$ cat src/rtl/ram_pkg.sv
// Shared constants and FSM state type for the dual-port RAM arbiter.
package ram_pkg;

    localparam int DEPTH = 128;   // number of RAM locations
    localparam int AW    = 8;     // address width
    localparam int DW    = 8;     // data width

    // INIT clears the RAM after reset; ARB serves the two requesters.
    typedef enum logic {
        INIT = 1'b0,
        ARB  = 1'b1
    } state_t;

endpackage

$ cat src/rtl/rr_arb2.sv
// Two-way round-robin grant: a lone request always wins, a tie goes to the
// port named by Ptr (0 = A, 1 = B). At most one grant is ever high.
module rr_arb2 (
    input  logic ReqA,
    input  logic ReqB,
    input  logic Ptr,
    output logic GntA,
    output logic GntB
);

    // Combinational grant decision from the two requests and the pointer.
    always_comb begin
        GntA = ReqA & (~ReqB | ~Ptr);
        GntB = ReqB & (~ReqA |  Ptr);
    end

endmodule

$ cat src/rtl/ram_arbiter.sv
// Arbitrates two request ports onto one synchronous single-port RAM.
// After reset the RAM is cleared one word per cycle (INIT), then each cycle
// at most one request is granted combinationally and driven to the RAM.
// Read data, read-valid and error flags are returned one cycle after grant.
//
// Handshake: a port raises Req with We/Addr/Din stable and holds it; the
// cycle in which its Gnt is high (sampled at the rising edge) is the
// acceptance, and the port may change or drop Req from the next cycle on.
module ram_arbiter #(
    parameter int DEPTH = ram_pkg::DEPTH,
    parameter int AW    = ram_pkg::AW,
    parameter int DW    = ram_pkg::DW
) (
    input  logic          CLK,
    input  logic          RST_N,
    input  logic          ReqA,
    input  logic          ReqB,
    input  logic          WeA,
    input  logic          WeB,
    input  logic [AW-1:0] AddrA,
    input  logic [AW-1:0] AddrB,
    input  logic [DW-1:0] DinA,
    input  logic [DW-1:0] DinB,
    output logic          GntA,
    output logic          GntB,
    output logic          RdValidA,
    output logic          RdValidB,
    output logic [DW-1:0] RdDataA,
    output logic [DW-1:0] RdDataB,
    output logic          ErrA,
    output logic          ErrB,
    output logic          Ready,
    output logic [AW-1:0] RamAddr,
    output logic [DW-1:0] RamDin,
    output logic          RamEN,
    output logic          RamWE,
    input  logic [DW-1:0] RamDOut
);

    import ram_pkg::*;

    localparam logic [AW:0]   DEPTH_W  = (AW+1)'(DEPTH);
    localparam logic [AW-1:0] LAST_ADR = AW'(DEPTH - 1);

    state_t        state_q, state_d;
    logic [AW-1:0] cnt_q, cnt_d;
    logic          ptr_q, ptr_d;        // 0 = A wins a tie, 1 = B wins a tie
    logic          ready_q, ready_d;
    logic          rv_a_q, rv_a_d;
    logic          rv_b_q, rv_b_d;
    logic          err_a_q, err_a_d;
    logic          err_b_q, err_b_d;
    logic          hit_a_q, hit_a_d;    // pending read was served by the RAM
    logic          hit_b_q, hit_b_d;

    logic          arb_req_a, arb_req_b;
    logic          gnt_a, gnt_b;
    logic          in_range_a, in_range_b;
    logic          ram_en, ram_we;
    logic [AW-1:0] ram_addr;
    logic [DW-1:0] ram_din;

    // Requests are only visible to the arbiter once initialisation is done;
    // during INIT they stay asserted at the ports and are served afterwards.
    always_comb begin
        arb_req_a  = ReqA & (state_q == ARB);
        arb_req_b  = ReqB & (state_q == ARB);
        in_range_a = {1'b0, AddrA} < DEPTH_W;
        in_range_b = {1'b0, AddrB} < DEPTH_W;
    end

    rr_arb2 u_rr_arb2 (
        .ReqA (arb_req_a),
        .ReqB (arb_req_b),
        .Ptr  (ptr_q),
        .GntA (gnt_a),
        .GntB (gnt_b)
    );

    // Next-state, RAM drive and next-cycle response flags.
    always_comb begin
        state_d  = state_q;
        cnt_d    = cnt_q;
        ptr_d    = ptr_q;
        ready_d  = ready_q;
        rv_a_d   = 1'b0;
        rv_b_d   = 1'b0;
        err_a_d  = 1'b0;
        err_b_d  = 1'b0;
        hit_a_d  = 1'b0;
        hit_b_d  = 1'b0;
        ram_en   = 1'b0;
        ram_we   = 1'b0;
        ram_addr = '0;
        ram_din  = '0;
        case (state_q)
            INIT: begin
                // Reset holds the FSM in INIT; keep the RAM idle until release.
                ram_en   = RST_N;
                ram_we   = RST_N;
                ram_addr = cnt_q;
                cnt_d    = cnt_q + 1'b1;
                if (cnt_q == LAST_ADR) begin
                    state_d = ARB;
                    ready_d = 1'b1;
                    cnt_d   = '0;
                end
            end
            ARB: begin
                if (gnt_a) begin
                    ram_en   = in_range_a;
                    ram_we   = WeA & in_range_a;
                    ram_addr = AddrA;
                    ram_din  = DinA;
                    rv_a_d   = ~WeA;
                    err_a_d  = ~in_range_a;
                    hit_a_d  = ~WeA & in_range_a;
                    ptr_d    = 1'b1;
                end else if (gnt_b) begin
                    ram_en   = in_range_b;
                    ram_we   = WeB & in_range_b;
                    ram_addr = AddrB;
                    ram_din  = DinB;
                    rv_b_d   = ~WeB;
                    err_b_d  = ~in_range_b;
                    hit_b_d  = ~WeB & in_range_b;
                    ptr_d    = 1'b0;
                end
            end
            default: begin
                state_d = INIT;
            end
        endcase
    end

    // FSM and registered outputs; reset aborts INIT and drops pending pulses.
    always_ff @(posedge CLK or negedge RST_N) begin
        if (!RST_N) begin
            state_q <= INIT;
            cnt_q   <= '0;
            ptr_q   <= 1'b0;
            ready_q <= 1'b0;
            rv_a_q  <= 1'b0;
            rv_b_q  <= 1'b0;
            err_a_q <= 1'b0;
            err_b_q <= 1'b0;
            hit_a_q <= 1'b0;
            hit_b_q <= 1'b0;
        end else begin
            state_q <= state_d;
            cnt_q   <= cnt_d;
            ptr_q   <= ptr_d;
            ready_q <= ready_d;
            rv_a_q  <= rv_a_d;
            rv_b_q  <= rv_b_d;
            err_a_q <= err_a_d;
            err_b_q <= err_b_d;
            hit_a_q <= hit_a_d;
            hit_b_q <= hit_b_d;
        end
    end

    // Output mapping; out-of-range reads and idle ports return zero data.
    always_comb begin
        GntA     = gnt_a;
        GntB     = gnt_b;
        Ready    = ready_q;
        RdValidA = rv_a_q;
        RdValidB = rv_b_q;
        ErrA     = err_a_q;
        ErrB     = err_b_q;
        RdDataA  = hit_a_q ? RamDOut : '0;
        RdDataB  = hit_b_q ? RamDOut : '0;
        RamEN    = ram_en;
        RamWE    = ram_we;
        RamAddr  = ram_addr;
        RamDin   = ram_din;
    end

endmodule

$ cat config.mk
export PLATFORM = sky130hd
export DESIGN_NAME = ram_arbiter
export DESIGN_NICKNAME = d
export VERILOG_FILES = /design/src/rtl/ram_pkg.sv /design/src/rtl/rr_arb2.sv /design/src/rtl/ram_arbiter.sv
export SDC_FILE = /design/constraint.sdc
export NUM_CORES = 1
export LEC_CHECK = 0
export BUFFER_PORTS_ARGS = -buffer_cell sky130_fd_sc_hd__buf_2
export CAP_MARGIN = 20
export CORE_AREA = 2 2 69 55
export DETAILED_ROUTE_END_ITERATION = 8
export DIE_AREA = 0 0 71 57
export PLACE_DENSITY = 0.72
export SLEW_MARGIN = 20
export SYNTH_ARGS = -nofsm -noshare
export SYNTH_HDL_FRONTEND = slang
export SYNTH_HIERARCHICAL = 1
export SYNTH_SLANG_ARGS = --single-unit
$ cat constraint.sdc
create_clock -name CLK -period 2.06 [get_ports CLK]
set_input_delay 0.309 -clock CLK [delete_from_list [all_inputs] [get_ports CLK]]
set_output_delay 0.309 -clock CLK [all_outputs]
set_load 0.01 [all_outputs]
# After elaboration in Yosys (flattened, before gate mapping)
# Cells that the tools add are included.
# word_totals
register_bits,17
input_bits,46
output_inout_bits,41
elab_cells,69
# op_classes
n_addsub,1
magnitude_cmp,2
n_eq_ne,1
n_mux,34
bitwise_logic,18
reduce_logical,3
# op_table
op,count
8-bit 2-to-1 mux,8
1-bit 2-to-1 mux,23
8-bit < comparator (second input constant),2
8-bit case mux with 2 select lines,1
8-bit by 1-bit adder with 8-bit output (second input constant),1
1-bit bitwise AND,8
8-bit by 7-bit equality test with 1-bit output (second input constant),1
1-bit NOT,8
1-bit case mux with 2 select lines,2
2-bit AND reduction,2
1-bit bitwise OR,2
2-bit nonzero test,1

# Logic depth before layout (Yosys ltp)
# Gate-level depths: netlist of run 1.
# depth
word_depth,7
depth_mapped,9
depth_no_buf,5

# Hierarchy
# Netlist of run 1, hierarchy kept.
# by_module_without_submodules
mod,instances,cells_each,area_per_inst_um2,seq_area_each_um2
ram_arbiter,1,135,1141.1,425.4
rr_arb2,1,3,18.8,0.0

# Worst setup path after synthesis of run 1
# Ideal clock, no wire load.
# synth_timing
path_kind,flip-flop to output port
from,register state_q
to,output RamWE
arrival_time_ps,1949
required_ps,1751
setup_slack_ps,-198
path_stages_with_launch,10
path_buffers,4
cell_sequence,dfrtp_1 -> buf_2 -> buf_2 -> and2_1 -> a21boi_1 -> nor2b_1 -> buf_4 -> buf_6 -> nand3b_1 -> a31oi_1
# synth_via
word_cells_on_any_way,12
cone_classes,mux: 3; bitwise: 9
# synth_rtl
item,line,source
"start, declared",ram_arbiter.sv:45,"state_t state_q, state_d;"
"start signal, assigned",ram_arbiter.sv:150,state_q <= state_d;
1-bit bitwise AND,ram_arbiter.sv:67,arb_req_b = ReqB & (state_q == ARB);
via arb_req_b,ram_arbiter.sv:56,"logic arb_req_a, arb_req_b;"
1-bit bitwise AND,rr_arb2.sv:14,GntB = ReqB & (~ReqA | Ptr);
via GntB,ram_arbiter.sv:25,"output logic GntB,"
1-bit 2-to-1 mux,ram_arbiter.sv:119,end else if (gnt_b) begin
1-bit 2-to-1 mux,ram_arbiter.sv:110,if (gnt_a) begin
1-bit case mux with 2 select lines,ram_arbiter.sv:96,case (state_q)
"end, declared",ram_arbiter.sv:36,"output logic RamWE,"
# The timed path passes the listed nets, and every way through them passes these cells.

# Final worst setup path of run 1
# layout_timing
from,register state_q
to,output RamWE
# layout_via
word_cells_on_any_way,12
cone_classes,mux: 3; bitwise: 9
# layout_rtl
item,line,source
1-bit bitwise AND (*),ram_arbiter.sv:67,
via arb_req_b,ram_arbiter.sv:56,
1-bit NOT,rr_arb2.sv:13,GntA = ReqA & (~ReqB | ~Ptr);
1-bit bitwise OR,rr_arb2.sv:13,
1-bit bitwise AND,rr_arb2.sv:13,
1-bit 2-to-1 mux (*),ram_arbiter.sv:110,
1-bit case mux with 2 select lines (*),ram_arbiter.sv:96,
# The timed path passes the listed nets; every way through them passes the cells marked *.

==> impl_metrics.ini, run 1 <==
[clocking]
cts.root.buffer_cell = clkbuf_8
clk_pin_slew_worst_paths_ps = 70
cts_hold_repair.buffers = 0
clock_latency_ps = 250
cts_sinks = 17
clockBufferDepth = 2
htree_levels = 1
cts_tree = built
cts_made_buffers = 3

[die]
ios = 87
start_util_pct = 33.6
core_um2 = 3450
die_h_um = 57
fp.dieW_um = 71
fp-row-count = 19
dieArea_um2 = 4050

[worst_setup_path]
path_class = reg -> out
critPathLaunch = state_q
critPathArrivalTime_ps = 1730
cp-end-kind = output port
required_ps = 1750
r2r-end = cnt_q[7]
crit_path_end = RamWE
r2r_slack_ps = 500
crit_fanout = 6
rr_startpoint = state_q
start_kind = register
worst-r2r-cell-count = 5

[pwr]
peakVddDrop_mv = 0.363
power_mw = 0.643
total_leakage_power_nw = 0.944
power_density_nw_per_um2 = 361

[timing]
rsz0062_at_grt = true
finalMaxSlewViolations = 0
min_period_ps = 2040
slew_headroom_pct = 82.8
setup_viol = 0
finalHoldViolCount = 0
fmax_mhz = 491
fin_crit_sh_pct = 98.8
final.setup_skew_ps = 2.32
worst_pin_slew_ps = 256

[place]
placed_area_um2 = 1660
numPortBuffers = 86
dp_hpwl_um = 2470
gp_congestion = 0.771
place_inst = 264

[synth]
synth_seq_cells = 17
ys_warn_count = 6
synth_cell_types = 31
syn_area_um2 = 1160
synth_cells = 138
syn_area_per_cell_um2 = 8.40
synth_seq_area_share_pct = 36.7
syn-num-nets = 185

[routing]
firstDrtPassIters = 4
vias_per_cell = 4.68
wire_per_inst_um = 11.7
via_count = 1283
drt_iter0_drc = 28
ant_nets = 0
drc = 0
routed_wl_um = 3220

[grt]
grt_pass1_vias = 1133
grt_first_pass_wirelength_um = 5090
grtUsageTotal_pct = 15.8
grt_max_degree = 23
grt_overflow = 0
antenna_found_initial = 0

[final_layout]
drive_gt1_share_pct = 49.6
fin_cells = 274
fin_area_um2 = 1780
ff_latch_area_um2 = 425
fillers = 330
area_growth_syn_to_layout_pct = 53.8
final_cell_mix = buf_2, dfrtp_1, and2_1
antenna_cells = 0
layout_commonest_cell = buf_2
multiInputGateArea_um2 = 717
final_nets = 280

[run]
max_cap_violations = 0

[status]
outcome = completed

[worst_hold_path]
min_path_type = in -> async
registers in the layout, indices dropped and copies added, names as in the netlist:
| name | cells |
|---|---|
| ErrA | 1 |
| ErrB | 1 |
| RdValidA | 1 |
| RdValidB | 1 |
| Ready | 1 |
| cnt_q | 8 |
| hit_a_q | 1 |
| hit_b_q | 1 |
| ptr_q | 1 |
| state_q | 1 |
worst min-delay path by stage:
stage | from | to | slack, ps | cells after the start
floorplan | RST_N | ErrA | 10 | 0
global placement | RST_N | state_q | 310 | 2
detailed placement | RST_N | state_q | 310 | 2
CTS | RST_N | state_q | 30 | 2
global route | RST_N | ptr_q | 50 | 2
finish | RST_N | ptr_q | 30 | 2
critical path: stages (launching register included):
cell and delay (ps):
dfrtp_1 370, and2_4 170, a21boi_4 180, nor2b_4 210, buf_6 140, nand3b_1 90, a31oi_2 160, buf_2 150
layer usage:
| layer | vias up | part of all wire, % | GRT usage (%) |
|---|---|---|---|
| met5 | - | 0 | 0 |
| met4 | 0 | 0.28 | 4.31 |
| met3 | 2 | 5.3 | 3.36 |
| met2 | 43 | 50 | 26.7 |
| met1 | 573 | 44 | 20.6 |
| li1 | 665 | - | - |
logic make-up (layout without fill, tap and decap cells):
| family | count (synthesis) | after routing | share of synthesized area [%] |
|---|---|---|---|
| and+or+nand+nor | 73 | 73 | 35.0 |
| DFF | 17 | 17 | 36.7 |
| AOI/OAI and AO/OA | 30 | 30 | 17.3 |
| buffers and inverters | 11 | 105 | 5.07 |
| xor gates and xnor gates | 4 | 4 | 3.02 |
| adders and majority gates | 1 | 1 | 1.08 |
| muxes | 2 | 2 | 1.94 |
final cells by class:
class	count	area share [%]
clock buffers	3	2.31
clock inverters	1	0.281
inverters	3	0.631
multi-input cells	110	40.2
flip-flops and latches	17	23.8
well taps	42	2.95
repair buffers	98	29.8
synthesized netlist by cell type:
master | instances | share of area [%]
buf_4 | 1 | 0.65
nor3_2 | 1 | 0.86
or2_2 | 3 | 1.6
ha_1 | 1 | 1.1
and3_1 | 2 | 1.1
a21oi_1 | 7 | 3.0
nand2_1 | 10 | 3.2
xnor2_1 | 2 | 1.5
nor2_1 | 14 | 4.5
o211ai_1 | 1 | 0.65
nor3_1 | 4 | 1.7
a21boi_0 | 1 | 0.65
nand4_2 | 1 | 1.1
and2_1 | 19 | 10
mux2_2 | 2 | 1.9
nand4b_1 | 1 | 0.76
or3_1 | 1 | 0.54
dfrtp_1 | 17 | 37
nand3_1 | 2 | 0.86
nor2b_1 | 8 | 4.3
inv_1 | 3 | 0.97
o21ai_0 | 2 | 0.86
nand3b_1 | 3 | 1.9
nand2b_1 | 4 | 2.2
buf_2 | 5 | 2.2
a22oi_1 | 15 | 9.7
a21boi_1 | 2 | 1.3
xor2_1 | 2 | 1.5
a31oi_1 | 2 | 1.1
clkbuf_1 | 1 | 0.32
buf_6 | 1 | 0.97
stage by stage:
| step | util, % | hold WS (ps) | TNS, ps | setup WS, ps |
|---|---|---|---|---|
| floorplan | - | 13.4 | 0 | 0.288 |
| global placement | 48.3 | 306 | 0 | 206 |
| detailed placement | 48.3 | 305 | 0 | 151 |
| CTS | 50.9 | 25.4 | 0 | 15.1 |
| global route | 51.8 | 47.2 | -400 | -86.4 |
| finish | 51.8 | 29.3 | 0 | 24.9 |
where the power goes:
group | internal, mW | total [mW] | switching [mW]
registers | 0.334 | 0.334 | 0
clock network | 0.134 | 0.250 | 0.116
logic | 0.0345 | 0.0595 | 0.0250
total | 0.502 | 0.643 | 0.141
repair_timing:
item                                    CTS  global route
setup buffers                             3             1
gates resized for setup                   6             6
pin swaps                                 0             9
endpoints found under the setup margin   10            17
gates cloned                              1             1
No activity file was read; power rests on OpenSTA's default activity.
==> inputs of run 2 (changes only) <==
--- a/config.mk
+++ b/config.mk
@@ -7,12 +7,11 @@
 export LEC_CHECK = 0
 export BUFFER_PORTS_ARGS = -buffer_cell sky130_fd_sc_hd__buf_2
 export CAP_MARGIN = 20
-export CORE_AREA = 2 2 69 55
+export CORE_AREA = 2 2 69 54
 export DETAILED_ROUTE_END_ITERATION = 8
-export DIE_AREA = 0 0 71 57
+export DIE_AREA = 0 0 71 56
 export PLACE_DENSITY = 0.72
 export SLEW_MARGIN = 20
 export SYNTH_ARGS = -nofsm -noshare
 export SYNTH_HDL_FRONTEND = slang
-export SYNTH_HIERARCHICAL = 1
 export SYNTH_SLANG_ARGS = --single-unit
==> run 2 against run 1 <==
Compared with the run above: non-clock buffer count decreased by 9; area after synthesis is 0.86% lower; clock skew is 2.4 ps higher; synthesized cell count shrank 10%; setup slack improved by 54 ps; clock power is essentially flat; critical endpoint is now RamAddr[3]; largest cell class unchanged.
==> impl_metrics.ini, run 2 <==
[status]
outcome = completed

[timing]
slew_headroom_pct = 82.5
fin_ws_ps = 78.4
fmax_mhz = 505
setup_tns_ps = 0
finalHoldWorstSlack_ps = 19.3
finalMaxSlewViolations = 0
setup_viol = 0
min_period_ps = 1980
worst_pin_slew_ps = 259
final.setup_skew_ps = 4.70
rsz0062_at_grt = false
fin_crit_sh_pct = 96.2
finalHoldViolCount = 0

[synth]
yosys-top-cells-area = dfrtp_1, and2_1, nor2b_1
synthFlopType = dfrtp_1
synth_largest_area_cell = dfrtp_1
synth_cells = 124
synth_cell_types = 35
synth_seq_cells = 17
synthSimpleGateAreaFrac_pct = 29.8
synthAdderAreaFrac_pct = 1.09
yosys-top-cells-count = and2_1, dfrtp_1, nor2b_1
synth-async-reset-ratio_pct = 100
synth.most_common_cell = and2_1
synth-compound-area-share_pct = 22.7
synth_seq_area_share_pct = 37.0
syn-num-nets = 171
synth-edff-count = 0
syn_area_um2 = 1150
syn_area_per_cell_um2 = 9.27
ys_warn_count = 0
synthMuxAreaShare_pct = 0.979
synth_top_family_by_area = simple AND/OR/NAND/NOR gates
synth_top_area_share_pct = 37.0
synth-xor-area-share_pct = 3.05

[die]
fp.dieW_um = 71
die_h_um = 56
ios = 87
dieArea_um2 = 3980
start_util_pct = 35.2
fp-row-count = 18
core_um2 = 3270

[grt]
antenna_found_initial = 0
grt_pass1_vias = 1108
grt_first_pass_wirelength_um = 4970
grt_max_degree = 18
grt_overflow = 0
grtUsageTotal_pct = 15.5

[place]
dp_hpwl_um = 2630
numPortBuffers = 86
place_ws_ps = 314
gp_congestion = 0.802

[routing]
via_count = 1254
drt_iter0_drc = 44
drc = 0
wire_per_inst_um = 12.6
firstDrtPassIters = 4
vias_per_cell = 4.98
routed_wl_um = 3180
ant_nets = 0

[pwr]
power_density_nw_per_um2 = 392
peakVddDrop_mv = 0.263
power_mw = 0.651
total_leakage_power_nw = 0.932

[worst_setup_path]
worst-r2r-cell-count = 4
path_class = reg -> out
critPathArrivalTime_ps = 1670
start_kind = register
cp-end-kind = output port
crit_fanout = 14
required_ps = 1750

[final_layout]
ff_latch_area_um2 = 427
fillers = 316
top_register = cnt_q
antenna_cells = 0
area_growth_syn_to_layout_pct = 44.4
drive_gt1_share_pct = 50.9
largest_register_ffs = 8
layout_commonest_cell = buf_2
multiInputGateArea_um2 = 664
final_nets = 260
final_cell_mix = buf_2, and2_1, dfrtp_1

[clocking]
clock_latency_ps = 250
cts_tree = built
cts.root.buffer_cell = clkbuf_8
cts_sinks = 17
post_cts_buffers = 0
cts_made_buffers = 3
htree_levels = 1
clk_pin_slew_worst_paths_ps = 70
clockBufferDepth = 2

[worst_hold_path]
min_path_type = in -> async

[run]
max_cap_violations = 0
[run 2: cell count changes after synthesis, sizes merged, moves of 3 or more]
cell    delta
a221o      +7
nor2       -9
buf        -3
a22o       +5
a21oi      -6
nand3      +3
a22oi     -15
a21o       +3
or2        -3
o211ai     +4
o21ai      +3
nand3b     -3
[run 2: final timing paths]
kind	startpoint	slack, ps	end
setup reg to reg	state_q	590	cnt_q[7]
hold reg to reg	Ready	450	Ready
max in group asynchronous	RST_N	1840	state_q
min in group CLK	WeB	240	RdValidB
setup / recovery	state_q	80	RamAddr[3]
hold / removal	RST_N	20	ptr_q
[run 2: through the flow]
stage	std cells	area, µm²	util, %
global route	252	1660	50.8
detailed placement	248	1610	49.4
CTS	252	1660	50.8
finish	252	1660	50.8
floorplan	124	1150	-
global placement	248	1610	49.4
[run 2: layout make-up]
type | instances | area share (%)
clock buffers | 4 | 2.71
flip-flops and latches | 17 | 25.7
repair buffers | 89 | 27.3
multi-input cells | 97 | 40.0
inverters | 5 | 1.28
well taps | 40 | 3.01
[run 2: worst max-delay path: stages, from the launching register on]
cell	delay, ps
dfrtp_2	450
and2_2	270
nand2_4	100
inv_4	80
a221o_2	390
buf_2	140
[run 2: cells by family after synthesis]
kind of cell | Yosys count
AO/OA/AOI/OAI | 32
XOR/XNOR | 4
adder cells (fa/ha/maj) | 1
buffers and inverters | 10
flip-flops | 17
multiplexers | 1
AND/OR/NAND/NOR | 59
[run 2: power by group]
group / switching, mW / leakage, nW / total [mW] / internal (mW)
Combinational: 0.0304 / 0.688 / 0.0668 / 0.0363
Sequential: 0 / 0.221 / 0.334 / 0.334
Clock: 0.114 / 0.0228 / 0.251 / 0.137
[run 2: routing by layer]
| metal | track usage (%) | up-vias | wire, µm |
|---|---|---|---|
| met5 | 0 | - | 0 |
| met3 | 4.89 | 2 | 230 |
| met2 | 28.3 | 42 | 1660 |
| li1 | - | 629 | - |
| met1 | 18.1 | 581 | 1280 |
| met4 | 2.43 | 0 | 11 |
[run 2: what timing repair did]
item | 4_1_cts | 5_1_grt
hold buffers | 0 | 0
resized for setup | 0 | 2
setup endpoints to repair | 0 | 5
hold endpoints to repair | 0 | 0
